===== src/rtl/a2_arb_pkg.sv =====
// Shared types and helpers for the Apple II data-out arbiter.
package a2_arb_pkg;

  localparam int DEFAULT_NUM_SRC = 4;
  // Widest source vector the priority helper accepts.
  localparam int MAX_SRC         = 32;

  typedef enum logic [2:0] {
    IDLE,
    SETUP,
    DRIVE,
    HOLD,
    WAIT
  } arb_state_e;

  // The lowest-index set bit survives and every other bit is cleared,
  // because index 0 has the highest priority.
  function automatic logic [MAX_SRC-1:0] prio_onehot(input logic [MAX_SRC-1:0] req);
    return req & (~req + MAX_SRC'(1));
  endfunction

endpackage


===== src/rtl/a2_phase_timer.sv =====
// Phi0 edge detector and shared setup/hold cycle counter.
// The arbiter FSM tells the timer which phase it is in. The timer returns
// single-cycle strobes: rise, fall, sample (end of setup) and hold_done.
// SETUP_CYCLES and HOLD_CYCLES must both be at least 1.
module a2_phase_timer
  import a2_arb_pkg::*;
#(
  parameter int SETUP_CYCLES = 3,
  parameter int HOLD_CYCLES  = 2
) (
  input  logic clk_logic,
  input  logic system_reset,
  input  logic phi0_i,
  input  logic in_setup_i,
  input  logic in_hold_i,
  output logic rise_o,
  output logic fall_o,
  output logic sample_o,
  output logic hold_done_o
);

  localparam int CNT_MAX = (SETUP_CYCLES > HOLD_CYCLES) ? SETUP_CYCLES : HOLD_CYCLES;
  localparam int CNT_W   = $clog2(CNT_MAX + 1);
  localparam logic [CNT_W-1:0] SETUP_LAST = CNT_W'(SETUP_CYCLES - 1);
  localparam logic [CNT_W-1:0] HOLD_LAST  = CNT_W'(HOLD_CYCLES - 1);

  logic             phi0_q;
  logic [CNT_W-1:0] cnt_q, cnt_d;

  // phi0_i is already synchronised, so one registered copy is enough for edge detection.
  assign rise_o      = phi0_i & ~phi0_q;
  assign fall_o      = ~phi0_i & phi0_q;
  assign sample_o    = in_setup_i & phi0_i & (cnt_q == SETUP_LAST);
  assign hold_done_o = in_hold_i & (cnt_q == HOLD_LAST);

  // The counter runs only in SETUP and HOLD. It returns to zero when either
  // phase ends, so a direct HOLD->SETUP hand-off starts counting from zero.
  always_comb begin
    cnt_d = '0;
    if ((in_setup_i || in_hold_i) && !hold_done_o && !sample_o) begin
      cnt_d = cnt_q + CNT_W'(1);
    end
  end

  // Register the phi0 copy and the counter.
  always_ff @(posedge clk_logic) begin
    // NOTE: sequential state uses non-blocking assignments only, so every register samples pre-edge values.
    if (system_reset) begin
      phi0_q <= 1'b0;
      cnt_q  <= '0;
    end else begin
      phi0_q <= phi0_i;
      cnt_q  <= cnt_d;
    end
  end

endmodule


===== src/rtl/a2_data_out_arbiter.sv =====
// Apple II data-out arbiter: grants one slave source per read cycle and
// times the transceiver drive to phi0. It also merges INH# from all sources.
// Optional feature: define A2_ARB_CONFLICT_LOG_EN to add a saturating
// 16-bit conflict_count_o output.
module a2_data_out_arbiter
  import a2_arb_pkg::*;
#(
  parameter int NUM_SRC      = DEFAULT_NUM_SRC,  // must not exceed MAX_SRC
  parameter int SETUP_CYCLES = 3,
  parameter int HOLD_CYCLES  = 2
) (
  input  logic                    clk_logic,
  input  logic                    system_reset,
  input  logic                    phi0_i,
  input  logic                    rw_n_i,
  input  logic [NUM_SRC-1:0]      src_rd_en_i,
  input  logic [NUM_SRC-1:0][7:0] src_data_i,
  input  logic [NUM_SRC-1:0]      src_inh_n_i,
  output logic [7:0]              data_o,
  output logic                    data_oe_o,
  output logic                    inh_n_o,
  output logic [NUM_SRC-1:0]      grant_o,
  output logic                    conflict_o
`ifdef A2_ARB_CONFLICT_LOG_EN
  ,
  output logic [15:0]             conflict_count_o
`endif
);

  arb_state_e         state_q;
  logic [NUM_SRC-1:0] grant_q;
  logic [7:0]         data_q;
  logic               oe_q;
  logic               inh_n_q;
  logic               conflict_q;
  logic               pend_rise_q;

  logic               rise, fall, sample, hold_done;
  logic [NUM_SRC-1:0] req_onehot;
  logic               multi_req;
  logic [7:0]         req_data, grant_data;

  a2_phase_timer #(
    .SETUP_CYCLES (SETUP_CYCLES),
    .HOLD_CYCLES  (HOLD_CYCLES)
  ) u_timer (
    .clk_logic    (clk_logic),
    .system_reset (system_reset),
    .phi0_i       (phi0_i),
    .in_setup_i   (state_q == SETUP),
    .in_hold_i    (state_q == HOLD),
    .rise_o       (rise),
    .fall_o       (fall),
    .sample_o     (sample),
    .hold_done_o  (hold_done)
  );

  assign req_onehot = NUM_SRC'(prio_onehot(MAX_SRC'(src_rd_en_i)));
  assign multi_req  = ($countones(src_rd_en_i) > 1);

  // One-hot data muxes: one for the source about to be granted and one for the source already holding the grant.
  always_comb begin
    req_data   = '0;
    grant_data = '0;
    for (int i = 0; i < NUM_SRC; i++) begin
      req_data   |= src_data_i[i] & {8{req_onehot[i]}};
      grant_data |= src_data_i[i] & {8{grant_q[i]}};
    end
  end

  // Bus-cycle FSM with registered grant, output enable, data and conflict pulse.
  always_ff @(posedge clk_logic) begin
    if (system_reset) begin
      state_q     <= IDLE;
      grant_q     <= '0;
      data_q      <= 8'h00;
      oe_q        <= 1'b0;
      conflict_q  <= 1'b0;
      pend_rise_q <= 1'b0;
    end else begin
      conflict_q <= 1'b0;
      unique case (state_q)
        IDLE: begin
          if (rise) state_q <= SETUP;
        end
        SETUP: begin
          // A short high phase abandons the cycle without driving the bus.
          if (!phi0_i) begin
            state_q <= IDLE;
          end else if (sample) begin
            if (rw_n_i && (|src_rd_en_i)) begin
              state_q    <= DRIVE;
              grant_q    <= req_onehot;
              data_q     <= req_data;
              oe_q       <= 1'b1;
              conflict_q <= multi_req;
            end else begin
              state_q <= WAIT;
            end
          end
        end
        DRIVE: begin
          // The grant is held for the whole cycle even if the source drops rd_en.
          if (fall) begin
            state_q     <= HOLD;
            pend_rise_q <= 1'b0;
          end else begin
            data_q <= grant_data;
          end
        end
        HOLD: begin
          if (rise)      pend_rise_q <= 1'b1;
          else if (fall) pend_rise_q <= 1'b0;
          if (hold_done) begin
            // NOTE: data_o keeps its last value when the drive ends; only reset clears it.
            oe_q        <= 1'b0;
            grant_q     <= '0;
            pend_rise_q <= 1'b0;
            state_q     <= ((pend_rise_q && !fall) || rise) ? SETUP : IDLE;
          end
        end
        WAIT: begin
          if (fall) state_q <= IDLE;
        end
        default: state_q <= IDLE;
      endcase
    end
  end

  // Combined INH#: AND of all sources, registered every cycle regardless of FSM state.
  always_ff @(posedge clk_logic) begin
    if (system_reset) inh_n_q <= 1'b1;
    else              inh_n_q <= &src_inh_n_i;
  end

`ifdef A2_ARB_CONFLICT_LOG_EN
  logic [15:0] conflict_count_q;

  // Saturating count of conflict pulses.
  always_ff @(posedge clk_logic) begin
    if (system_reset) begin
      conflict_count_q <= 16'h0000;
    end else if (conflict_q && (conflict_count_q != 16'hFFFF)) begin
      conflict_count_q <= conflict_count_q + 16'h0001;
    end
  end

  assign conflict_count_o = conflict_count_q;
`endif

  assign data_o     = data_q;
  assign data_oe_o  = oe_q;
  assign inh_n_o    = inh_n_q;
  assign grant_o    = grant_q;
  assign conflict_o = conflict_q;

endmodule


===== config.mk =====
export PLATFORM = sky130hd
export DESIGN_NAME = a2_data_out_arbiter
export DESIGN_NICKNAME = d
export VERILOG_FILES = /design/src/rtl/a2_arb_pkg.sv /design/src/rtl/a2_phase_timer.sv /design/src/rtl/a2_data_out_arbiter.sv
export SDC_FILE = /design/constraint.sdc
export NUM_CORES = 1
export LEC_CHECK = 0
export CAP_MARGIN = 25
export CORE_ASPECT_RATIO = 0.5
export CORE_MARGIN = 2
export CORE_UTILIZATION = 32
export DETAILED_ROUTE_END_ITERATION = 10
export HOLD_SLACK_MARGIN = 0.03
export PLACE_DENSITY = 0.6
export RECOVER_POWER = 100
export SYNTH_ARGS = -nofsm -noshare
export SYNTH_HDL_FRONTEND = slang
export SYNTH_HIERARCHICAL = 1
export SYNTH_SLANG_ARGS = --single-unit

===== constraint.sdc =====
create_clock -name clk_logic -period 2.4 [get_ports clk_logic]
set_input_delay 0.36 -clock clk_logic [delete_from_list [all_inputs] [get_ports clk_logic]]
set_output_delay 0.36 -clock clk_logic [all_outputs]
set_load 0.02 [all_outputs]

Word level (Yosys, flattened, before mapping)
Index checks and enable logic that the tools add are counted.

Divide/modulo/power cells: 0. Eq/ne operators: 15. Order comparisons: 1. Muxes and demuxes: 28. Reduce and logical (&&, ||, !) cells: 20. Bitwise operators: 27. $mul: 0. Shift-type cells: 0. Add/subtract/negate cells: 5.

Operators with widths (number): 8-bit bitwise AND (8); 8-bit OR (6); 8-bit 2-to-1 mux (4); 3-bit 2-to-1 mux (7); 4-bit 2-to-1 mux (4); 2-bit != test, second input constant (8); 8-bit case mux with 2 select lines (1); 3-bit case mux with 5 select lines (1); 5-bit AND reduction (3); 1-bit 2-to-1 mux (8); 4-bit case mux with 2 select lines (1); 3-bit by 2-bit == test with 1-bit output, second input constant (2); 1-bit inverter (6); 2-bit nonzero test (3); 1-bit bitwise AND (5); 5-bit OR reduction (1); 1-bit by 1-bit adder with 2-bit output (2); 4-bit by 1-bit adder with 4-bit output, second input constant (1); 4-bit bitwise AND (1); 1-bit logical AND (4); 4-bit inverter (1); 1-bit case mux with 2 select lines (2); 4-bit AND reduction (1); 4-bit OR reduction (1); other kinds (12) (15).

Bits in read-only memories: 0. Output and inout port bits: 15. Word-level logic and storage cells: 105. Register bits after elaboration: 22. Bits in latches: 0. Memories: 0. RAM bits: 0. Input port bits: 44.

Longest topological paths before layout
Gate-level depths: netlist of run 1.

Word-level depth: 11. Depth in mapped cells: 8.

Modules after synthesis
Netlist of run 1, hierarchy kept.

Modules (own cells, without submodules): a2_data_out_arbiter (cells an instance 144, instances 1, area an instance 1292.5 um^2); a2_phase_timer (cells an instance 15, instances 1, area an instance 151.4 um^2).

Least setup slack after synthesis of run 1
No wires, ideal clock.

Path type: input to register. Start point: input src_rd_en_i[0]. End point: register data_q[0], in the netlist data_o[0]. Buffers on the path: 2. Data required time: 2283 ps. Path slack: 378 ps. Stages on the path: 8. Setup time: 117 ps. Data arrival time: 1905 ps. Cells stage by stage: clkbuf_1 > inv_1 > ha_1 > and2_1 > clkbuf_1 > a222oi_1 > nand3_1 > a32o_1.

Cells in the longest elaborated chain, start to end: 11. Elaborated cells on any way between the ends: 18. Those cells by class: 1 x add/sub; 1 x eq/ne; 4 x mux; 9 x bitwise; 3 x reduce/logical.

RTL lines: start: declaration (RTL line a2_data_out_arbiter.sv:16) `input logic [NUM_SRC-1:0] src_rd_en_i,`; 4-bit inverter (RTL line a2_arb_pkg.sv:19) `return req & (~req + MAX_SRC'(1));`; 4-bit by 1-bit adder with 4-bit output (RTL line a2_arb_pkg.sv:19); 4-bit bitwise AND (RTL line a2_arb_pkg.sv:19); 8-bit bitwise AND (RTL line a2_data_out_arbiter.sv:66) `req_data |= src_data_i[i] & {8{req_onehot[i]}};`; 8-bit OR (3 in series) (RTL line a2_data_out_arbiter.sv:66); 8-bit 2-to-1 mux (RTL line a2_data_out_arbiter.sv:91) `if (rw_n_i && (|src_rd_en_i)) begin`; 8-bit 2-to-1 mux (RTL line a2_data_out_arbiter.sv:90) `end else if (sample) begin`; 8-bit 2-to-1 mux (RTL line a2_data_out_arbiter.sv:88) `if (!phi0_i) begin`; 8-bit case mux with 2 select lines (RTL line a2_data_out_arbiter.sv:82) `unique case (state_q)`; end signal: assignment (RTL line a2_data_out_arbiter.sv:94) `data_q <= req_data;`; end signal: assignment (RTL line a2_data_out_arbiter.sv:108) `data_q <= grant_data;`; end: declaration (RTL line a2_data_out_arbiter.sv:32) `logic [7:0] data_q;`.

Parallel ways exist; a longest one is shown, timed or not. The select of a mux whose other input is x is not followed. A chain may end at the register's enable or synchronous reset.

Final worst setup path of run 1
Start point: input src_rd_en_i[1]. End point: register data_q[7], in the netlist data_o[7].

Same word-level chain as after synthesis.

==> out/qor.yml, run 1 <==
worst_pin_slew_ns: 0.5929
cts-resized-gates: 0
synth.ff_latch_count: 22
tns_ns: 0
numCtsBuffers: 3
ir_drop_mv: 0.2510
routedWlPerCell_microns: 17.47
syn-mean-instance-area_sq_um: 9.081
drc_errors: 0
wl_mm: 4.751
p_sw_share_pct: 35.26
drt_iter0_drc: 76
critPathArrivalTime_ns: 2.31
track_usage_pct: 18.76
row_count: 17
avgViaCountPerCell: 5.864
die_width_microns: 99.00
max_cap_violations: 0
cts-root-buf: "clkbuf_8"
start_util_pct: 33.11
pwr-share-clk_pct: 21.2
r2r_cells: 6
die_area_sq_mm: 0.005098
worstSetupEndpointType: "register"
timing.rr.start: "state_q[2]"
synthArstFlopShare_pct: 0
worstHoldStart: "u_timer/cnt_q[0]"
grt_overflow: 0
ys_seq_area_share_pct: 30.50
finalSetupViolations: 0
fillers: 437
design_area_sq_mm: 0.002127
dp.final_hpwl_mm: 3.452
syn-cell-area_sq_mm: 0.001444
worstSkewPairLatency_ns: 0.27
io_buffers: 58
power_density_mw_per_mm2: 601.3
ys_warn_count: 6
rsz0062_at_grt: "no"
yosysUniqueCellTypes: 48
final_cell_mix: "41 x clkdlybuf4s50_1, 22 x dfxtp_1, 17 x nand3_1, 17 x dlygate4sd3_1, 16 x a22oi_1"
critPathLaunch: "src_rd_en_i[1]"
slew_headroom_pct: 60.34
skew_ns: 0.004071
clock-sinks: 22
grt_max_degree: 17
drive_gt1_share_pct: 8.372
p_leak_nw: 0.7789
cp_max_fo: 9
area_growth_pct: 47.31
vias: 1595
start_kind: "input pin"
mostFrequentLayoutCell: "clkdlybuf4s50_1"
cts_hold_buffers: 0
firstDrtPassIters: 4
synth_nets: 208
power_frac_seq_pct: 36.2
period_needed_ns: 2.146
outcome: "finished, final reports clean"
hold_path_depth: 1
antenna_found_initial: 0
placed_area_sq_mm: 0.002079
synth_cells: 159
switching_power_mw: 0.4509
synth-edff-count: 0
regToRegSetupSlack_ns: 0.32
die_y_microns: 51.50
cts_htree_levels: 1
gp_congestion: 0.7631
hold_viol: 0
ant_nets: 0
path_class: "input pin to register"
max_freq_ghz: 0.4659
antenna_cells: 0
nNetsFinal: 265
grt_pass1_wl_mm: 7.541
fin_crit_sh_pct: 89.44
core_region_area_sq_mm: 0.004360
grt_pass1_vias: 1590
post_cts_buffers: 0
cts_tree: "yes"
crit_required_ns: 2.56
io_pins: 59
path_clk_slew_ns: 0.08
holdCritPathClass: "register to register"
cts.path.max_buffers: 2
p_int_mw: 0.8281
combPwrFrac_pct: 42.5
ys.flop_type: "dfxtp_1"
drv_slew: 0
-- cell type report --
class | instances | area [sq um] | share of cell area (%)
Inverter | 7 | 26.28 | 1.235
Sequential cell | 22 | 440.4 | 20.71
Multi-Input combinational cell | 118 | 908.4 | 42.71
Timing Repair Buffer | 64 | 625.6 | 29.41
Clock buffer | 4 | 55.05 | 2.588
Tap cell | 57 | 71.32 | 3.353
-- power groups by stage --
stage	combinational, mW	clock (mW)	sequential, mW
detailed placement	0.554	0	0.473
global placement	0.551	0	0.471
finish	0.544	0.272	0.463
floorplan	0.302	0	0.495
CTS	0.558	0.277	0.465
global route	0.599	0.294	0.472
-- synthesized netlist by cell type, types with 2 or more instances --
library cell,instances,area [sq um]
a21oi_1,4,20.02
a221oi_1,2,17.52
a222oi_1,8,80.08
a22o_1,4,35.03
a22oi_1,16,120.1
a32o_1,8,80.08
and2_1,2,12.51
buf_1,4,15.01
buf_6,2,22.52
clkbuf_1,5,18.77
dfxtp_1,22,440.4
ha_1,4,50.05
inv_1,7,26.28
nand2_1,9,33.78
nand2b_1,3,18.77
nand3_1,17,85.08
nor2_1,2,7.510
nor2b_1,6,37.54
nor4_1,2,12.51
o2bb2ai_1,2,17.52
o31ai_1,3,22.52
-- flip-flops by register name, summed over array words and instances (netlist names) --
register	flops
conflict_o	1
data_o	8
data_oe_o	1
grant_o	4
inh_n_o	1
pend_rise_q	1
state_q	3
u_timer/cnt_q	2
u_timer/phi0_q	1
-- per-layer routing --
layer	global-route usage [%]	part of all wire, %	vias to the layer above
met1	23.26	44	796
met3	4.167	4.9	7
met4	6.849	1.4	0
met2	32.66	49	44
met5	0	0	-
li1	-	-	748
-- logic make-up (layout without fill, tap and decap cells) --
kind of cell	after synthesis	after routing	synth area share (%)
buf+inv	19	75	6.066
flops	22	22	30.50
simple gates	55	55	25.13
fa+ha+maj	5	5	4.853
mux	2	2	1.473
compound gates	56	56	31.98
-- worst max-delay path: stages --
cell and delay, ns:
dlygate4sd3_1 0.59, inv_1 0.09, ha_1 0.19, and2_1 0.30
a222oi_1 0.37, nand3_1 0.13, a32o_1 0.28
-- through the flow --
stage               setup slack (ns)  total power [mW]  utilization (%)  hold WS [ns]  instances
floorplan                     0.3777            0.7966                -        0.4286        159
global placement             0.09617             1.022            47.69        0.4450        268
detailed placement           0.05163             1.027            47.69        0.4510        268
CTS                           0.3347             1.299            48.95        0.4625        272
global route                  0.1004             1.365            48.78        0.4885        272
finish                        0.2535             1.279            48.78        0.4636        272
-- path summary, 6_finish.rpt --
kind                       to
max                 data_o[7]
min          u_timer/cnt_q[0]
max reg2reg        state_q[0]
min reg2reg  u_timer/cnt_q[0]
No activity file was read; power rests on OpenSTA's default activity.
==> inputs of run 2 (changes only) <==
--- a/config.mk
+++ b/config.mk
@@ -8,10 +8,11 @@
 export CAP_MARGIN = 25
 export CORE_ASPECT_RATIO = 0.5
 export CORE_MARGIN = 2
-export CORE_UTILIZATION = 32
+export CORE_UTILIZATION = 34
+export CTS_CLUSTER_DIAMETER = 60
 export DETAILED_ROUTE_END_ITERATION = 10
 export HOLD_SLACK_MARGIN = 0.03
-export PLACE_DENSITY = 0.6
+export PLACE_DENSITY = 0.65
 export RECOVER_POWER = 100
 export SYNTH_ARGS = -nofsm -noshare
 export SYNTH_HDL_FRONTEND = slang
==> constraint.sdc (replaced) <==
create_clock -name clk_logic -period 1.9 [get_ports clk_logic]
set_input_delay 0.285 -clock clk_logic [delete_from_list [all_inputs] [get_ports clk_logic]]
set_output_delay 0.285 -clock clk_logic [all_outputs]
set_load 0.02 [all_outputs]
==> run 2 against run 1 <==
  * Sequential share of layout area is 1.2 points lower
  * Critical endpoint is now grant_o[3]
  * Clock power increased by 9.2%
  * Power grew 27%
  * Clock skew fell by 0.0022 ns
  * Worst hold slack worse by 0.0055 ns
  * Largest power group unchanged
  * Critical path type is now register to primary output
==> out/qor.yml, run 2 (synthesis results as in run 1) <==
io_buffers: 58  # unchanged
final_cell_mix: "43 x clkdlybuf4s50_1, 22 x dfxtp_1, 21 x buf_4"
cts.path.max_buffers: 2  # unchanged
hold_viol: 0  # unchanged
io_pins: 59  # unchanged
drv_slew: 0  # unchanged
max_freq_ghz: 0.5539
final_util_pct: 56.82  # +8.0 points
path_class: "register to primary output"
cts_htree_levels: 1  # unchanged
timing.rr.start: "state_q[2]"
firstDrtPassIters: 5  # +1
finalSetupViolations: 0  # unchanged
mostFrequentLayoutCell: "clkdlybuf4s50_1"
dp_cells: 282  # +5.2%
start_util_pct: 36.24  # +3.1 points
crit_required_ns: 1.62  # -0.94 ns
grt_overflow: 0  # unchanged
wl_mm: 4.619  # -2.8%
grt_max_degree: 13  # -4
crit_buf_inv: 1  # -1
reg2reg_to: "state_q[1]"
cp_max_fo: 10  # +1
die_y_microns: 50.08  # -2.8%
placed_area_sq_mm: 0.002203  # +6.0%
p_sw_share_pct: 35.67  # +0.41 points
critPathArrivalTime_ns: 1.52  # -0.79 ns
crit_chain: "clkdlybuf4s50_1"
gp_congestion: 0.7975  # +4.5%
fin_cells: 285  # +4.8%
holdCritPathClass: "register to register"
hold_path_depth: 1  # unchanged
max_stage_delay_ns: 0.69  # +0.10 ns
slowest_stage: "clkdlybuf4s50_1"
cts_tree: "yes"
clock-sinks: 22  # unchanged
regToRegSetupSlack_ns: 0.15  # -0.17 ns
grt_pass1_wl_mm: 7.293  # -3.3%
antenna_cells: 0  # unchanged
start_kind: "register"
drive_gt1_share_pct: 16.45  # +8.1 points
period_needed_ns: 1.805
tns_ns: 0  # unchanged
area_growth_pct: 56.76
antenna_found_initial: 0  # unchanged
fin_crit_sh_pct: 95.02
p_total_mw: 1.619  # +27%
power_frac_seq_pct: 34.5  # -1.7 points
nNetsFinal: 282  # +6.4%
cp_top_family: "buffers and inverters"
ir_drop_mv: 0.3312  # +32%
post_cts_buffers: 0  # unchanged
path_clk_slew_ns: 0.08  # about the same
core_region_area_sq_mm: 0.003984  # -8.6%
track_usage_pct: 19.41  # +0.65 points
design_area_sq_mm: 0.002263  # +6.4%
skew_ns: 0.001917  # -0.002154 ns
worstHoldStart: "u_timer/cnt_q[0]"
cts-root-buf: "clkbuf_8"
worstSetupEndpointType: "primary output"
routedWlPerCell_microns: 16.21  # -7.2%
slew_headroom_pct: 69.60  # +9.3 points
rsz0062_at_grt: "no"
max_cap_violations: 0  # unchanged
p_int_mw: 1.041  # +26%
pwr-share-clk_pct: 18.3  # -2.9 points
worst_pin_slew_ns: 0.4546  # -0.1383 ns
row_count: 16  # -1
grt_pass1_vias: 1599  # +0.57%
ant_nets: 0  # unchanged
p_leak_nw: 0.8543  # +9.7%
largest_reg_flops: 8  # unchanged
drc_errors: 0  # unchanged
avgViaCountPerCell: 5.709  # -2.6%
die_width_microns: 96.16  # -2.9%
worstSkewPairLatency_ns: 0.26  # about the same
power_density_mw_per_mm2: 715.2  # +19%
dp.final_hpwl_mm: 3.448  # -0.12%
r2r_cells: 6  # unchanged
vias: 1627  # +2.0%
drt_iter0_drc: 94  # +24%
cts_hold_buffers: 0  # unchanged
holdPathEnd: "u_timer/cnt_q[0]"
combPwrFrac_pct: 47.2  # +4.7 points
numCtsBuffers: 3  # unchanged
switching_power_mw: 0.5775  # +28%
outcome: "finished, final reports clean"
die_area_sq_mm: 0.004816  # -5.5%
-- run 2: changes by cell type in the layout (fill, tap and decap cells not counted), sizes merged --
cell,before,now
buf,6,21
clkbuf,4,5
clkdlybuf4s50,41,43
dlygate4sd3,17,15
-- run 2: worst max path at each step --
stage | end | depth (start not counted) | startpoint | slack, ns
detailed placement | data_o[1] | 7 | src_rd_en_i[0] | -0.29
CTS | data_o[2] | 7 | src_rd_en_i[0] | 0.03
finish | grant_o[3] | 1 | grant_o[3] | 0.09
global placement | data_o[6] | 7 | src_rd_en_i[0] | -0.24
global route | data_o[1] | 7 | src_rd_en_i[0] | 0.01
floorplan | data_o[0] | 8 | src_rd_en_i[0] | 0.08
-- run 2: repair_timing --
item	4_1_cts	5_1_grt
gates resized for setup	1	6
pin swaps	2	2
setup endpoints to repair	3	9
-- run 2: layer usage --
metal  GRT usage, %  routed length [microns]
met1          24.26                     2001
met2          34.84                     2365
met3          4.128                      233
met4          2.857                       19
met5              0                        0
-- run 2: area by class of cell --
cell class                 instances  area (sq um)
multi-input combinational        118         938.4
inverter                           7         26.28
sequential                        22         440.4
fill                             370          1720
clock buffer                       3         41.29
tap                               54         67.56
timing repair buffer              81         749.5
-- run 2: power groups by stage --
| stage | sequential (mW) | clock, mW | combinational, mW |
|---|---|---|---|
| CTS | 0.561 | 0.308 | 0.759 |
| detailed placement | 0.572 | 0 | 0.756 |
| global placement | 0.571 | 0 | 0.752 |
| floorplan | 0.625 | 0 | 0.382 |
| global route | 0.566 | 0.321 | 0.833 |
| finish | 0.559 | 0.297 | 0.763 |
-- run 2: stage by stage --
| stage | setup slack, ns | hold WS, ns |
|---|---|---|
| after CTS | 0.03212 | 0.4678 |
| after detailed placement | -0.2932 | 0.4545 |
| final | 0.09462 | 0.4581 |
| after global placement | -0.2414 | 0.4418 |
| after global routing | 0.01317 | 0.4832 |
| after floorplan | 0.07893 | 0.3566 |
==> inputs of run 3 (changes only) <==
--- a/config.mk
+++ b/config.mk
@@ -7,7 +7,7 @@
 export LEC_CHECK = 0
 export CAP_MARGIN = 25
 export CORE_ASPECT_RATIO = 0.5
-export CORE_MARGIN = 2
+export CORE_MARGIN = 5
 export CORE_UTILIZATION = 34
 export CTS_CLUSTER_DIAMETER = 60
 export DETAILED_ROUTE_END_ITERATION = 10
==> run 3 against run 2 <==
  * Via count about the same
  * Final cell count up 1.1%
  * Global-route usage decreased by 2.8 points
  * First-iteration DRC count is 1.1% lower
  * Clock skew is 0.00082 ns higher
  * Largest power group unchanged
  * Utilization grew 0.25 points
  * Critical endpoint is now data_o[0]
  * Flip-flop and latch count stayed put
  * Combinational power rose by 2%
  * Sequential power about the same
  * Worst hold slack worse by 0.0018 ns
  * Highest routed layer unchanged
  * Design area rose by 0.94%
==> out/qor.yml, run 3 (synthesis results as in run 1) <==
holdCritPathClass: "register to register"
start_util_pct: 36.06  # -0.18 points
p_int_mw: 1.099  # +5.5%
drc_errors: 0  # unchanged
cts.path.max_buffers: 2  # unchanged
slew_headroom_pct: 70.74  # +1.1 points
core_region_area_sq_mm: 0.004004  # +0.50%
skew_ns: 0.002740  # +0.0008237 ns
ir_drop_mv: 0.3603  # +8.8%
final_cell_mix: "41 x clkdlybuf4s50_1, 24 x buf_4, 22 x dfxtp_1"
p_leak_nw: 0.8833  # +3.4%
track_usage_pct: 16.65  # -2.8 points
grt_pass1_wl_mm: 7.741  # +6.1%
routedWlPerCell_microns: 16.58  # +2.3%
die_width_microns: 102.2  # +6.2%
period_needed_ns: 1.823  # +0.01736 ns
p_total_mw: 1.682  # +3.9%
max_freq_ghz: 0.5486  # -0.95%
fin_ws_ns: 0.07726  # -0.01736 ns
grt_pass1_vias: 1703  # +6.5%
grt_max_degree: 13  # unchanged
switching_power_mw: 0.5837  # +1.1%
vias: 1626  # -0.061%
worstSkewPairLatency_ns: 0.27  # about the same
drv_slew: 0  # unchanged
drt_iter0_drc: 93  # -1.1%
row_count: 16  # unchanged
post_cts_buffers: 0  # unchanged
post-place-ws_ns: -0.3443  # -0.05104 ns
die_y_microns: 56.08  # +12%
cts-root-buf: "clkbuf_8"
nNetsFinal: 284  # +0.71%
p_sw_share_pct: 34.70  # -0.97 points
antenna_cells: 0  # unchanged
gp_congestion: 0.8299  # +4.1%
avgViaCountPerCell: 5.646  # -1.1%
antenna_found_initial: 0  # unchanged
largest_reg_flops: 8  # unchanged
power_frac_seq_pct: 33.1  # -1.4 points
tns_ns: 0  # unchanged
io_buffers: 58  # unchanged
rsz0062_at_grt: "no"
cts_tree: "yes"
max_cap_violations: 0  # unchanged
firstDrtPassIters: 5  # unchanged
power_density_mw_per_mm2: 736.3  # +2.9%
cts_htree_levels: 1  # unchanged
die_area_sq_mm: 0.005729  # +19%
hold_viol: 0  # unchanged
grt_overflow: 0  # unchanged
worst_pin_slew_ns: 0.4390  # -0.01562 ns
clock-sinks: 22  # unchanged
drive_gt1_share_pct: 17.52  # +1.1 points
combPwrFrac_pct: 46.4  # -0.8 points
start_kind: "input pin"
path_class: "input pin to register"
wl_mm: 4.776  # +3.4%
io_pins: 59  # unchanged
worstSetupEndpointType: "register"
path_clk_slew_ns: 0.08  # about the same
outcome: "finished, final reports clean"
ant_nets: 0  # unchanged
finalSetupViolations: 0  # unchanged
numCtsBuffers: 3  # unchanged
crit_required_ns: 2.07  # +0.45 ns
fin_crit_sh_pct: 95.93  # +0.91 points
pwr-share-clk_pct: 20.4  # +2.1 points
cp_max_fo: 9  # -1
critPathArrivalTime_ns: 1.99  # +0.47 ns
dp.final_hpwl_mm: 3.647  # +5.8%
mostFrequentLayoutCell: "clkdlybuf4s50_1"
area_growth_pct: 58.23
==> run 3: cell types whose count changed in the layout (fill, tap and decap cells not counted), sizes merged <==
cell | before | now
buf | 21 | 24
clkdlybuf4s50 | 43 | 41
dlygate4sd3 | 15 | 16
dlymetal6s2s | 0 | 1
==> run 3: final cells by class <==
type | instances | area [sq um]
multi-input cells | 118 | 928.4
well taps | 54 | 67.56
repair buffers | 83 | 767.0
fillers | 379 | 1719
flip-flops and latches | 22 | 440.4
clock buffers | 4 | 55.05
inverters | 7 | 26.28
==> run 3: per-layer routing <==
layer,wire [microns],vias up,global-route usage (%)
li1,-,787,-
met1,1930,787,19.69
met2,2486,45,30.29
met3,304,7,3.379
met4,55,0,4.486
met5,0,-,0
==> run 3: power groups by stage <==
stage               clock, mW  combinational [mW]  sequential [mW]
finish                  0.344               0.781            0.557
CTS                     0.362               0.787            0.560
detailed placement          0               0.785            0.571
global placement            0               0.774            0.570
global route            0.392               0.856            0.568
floorplan                   0               0.382            0.625
==> run 3: through the flow <==
stage	hold slack, ns	utilization, %	std cells	area [sq um]
6_report	0.4563	57.06	288	2285
3_5_place_dp	0.4474	55.41	284	2218
4_1_cts	0.4597	56.81	288	2275
3_3_place_gp	0.4421	55.41	284	2218
2_1_floorplan	0.3566	-	159	1445
5_1_grt	0.4953	57.06	288	2285
==> run 3: critical path: stages <==
cell and delay (ns):
clkdlybuf4s50_1 0.47, inv_1 0.06, ha_1 0.21, and2_4 0.20
a222oi_1 0.35, nand3_1 0.14, a32o_1 0.26
==> run 3: final timing paths <==
path                     from          endpoint  slack [ns]  cells after the start
max reg2reg        state_q[0]        state_q[0]        0.19                      7
min reg2reg  u_timer/cnt_q[0]  u_timer/cnt_q[0]        0.46                      1
max            src_rd_en_i[0]         data_o[0]        0.08                      7
min          u_timer/cnt_q[0]  u_timer/cnt_q[0]        0.46                      1
==> run 3: what timing repair did <==
action	CTS	global route
hold buffers	0	0
endpoints found under the setup margin	1	8
resized for setup	1	5
pin swaps	1	3
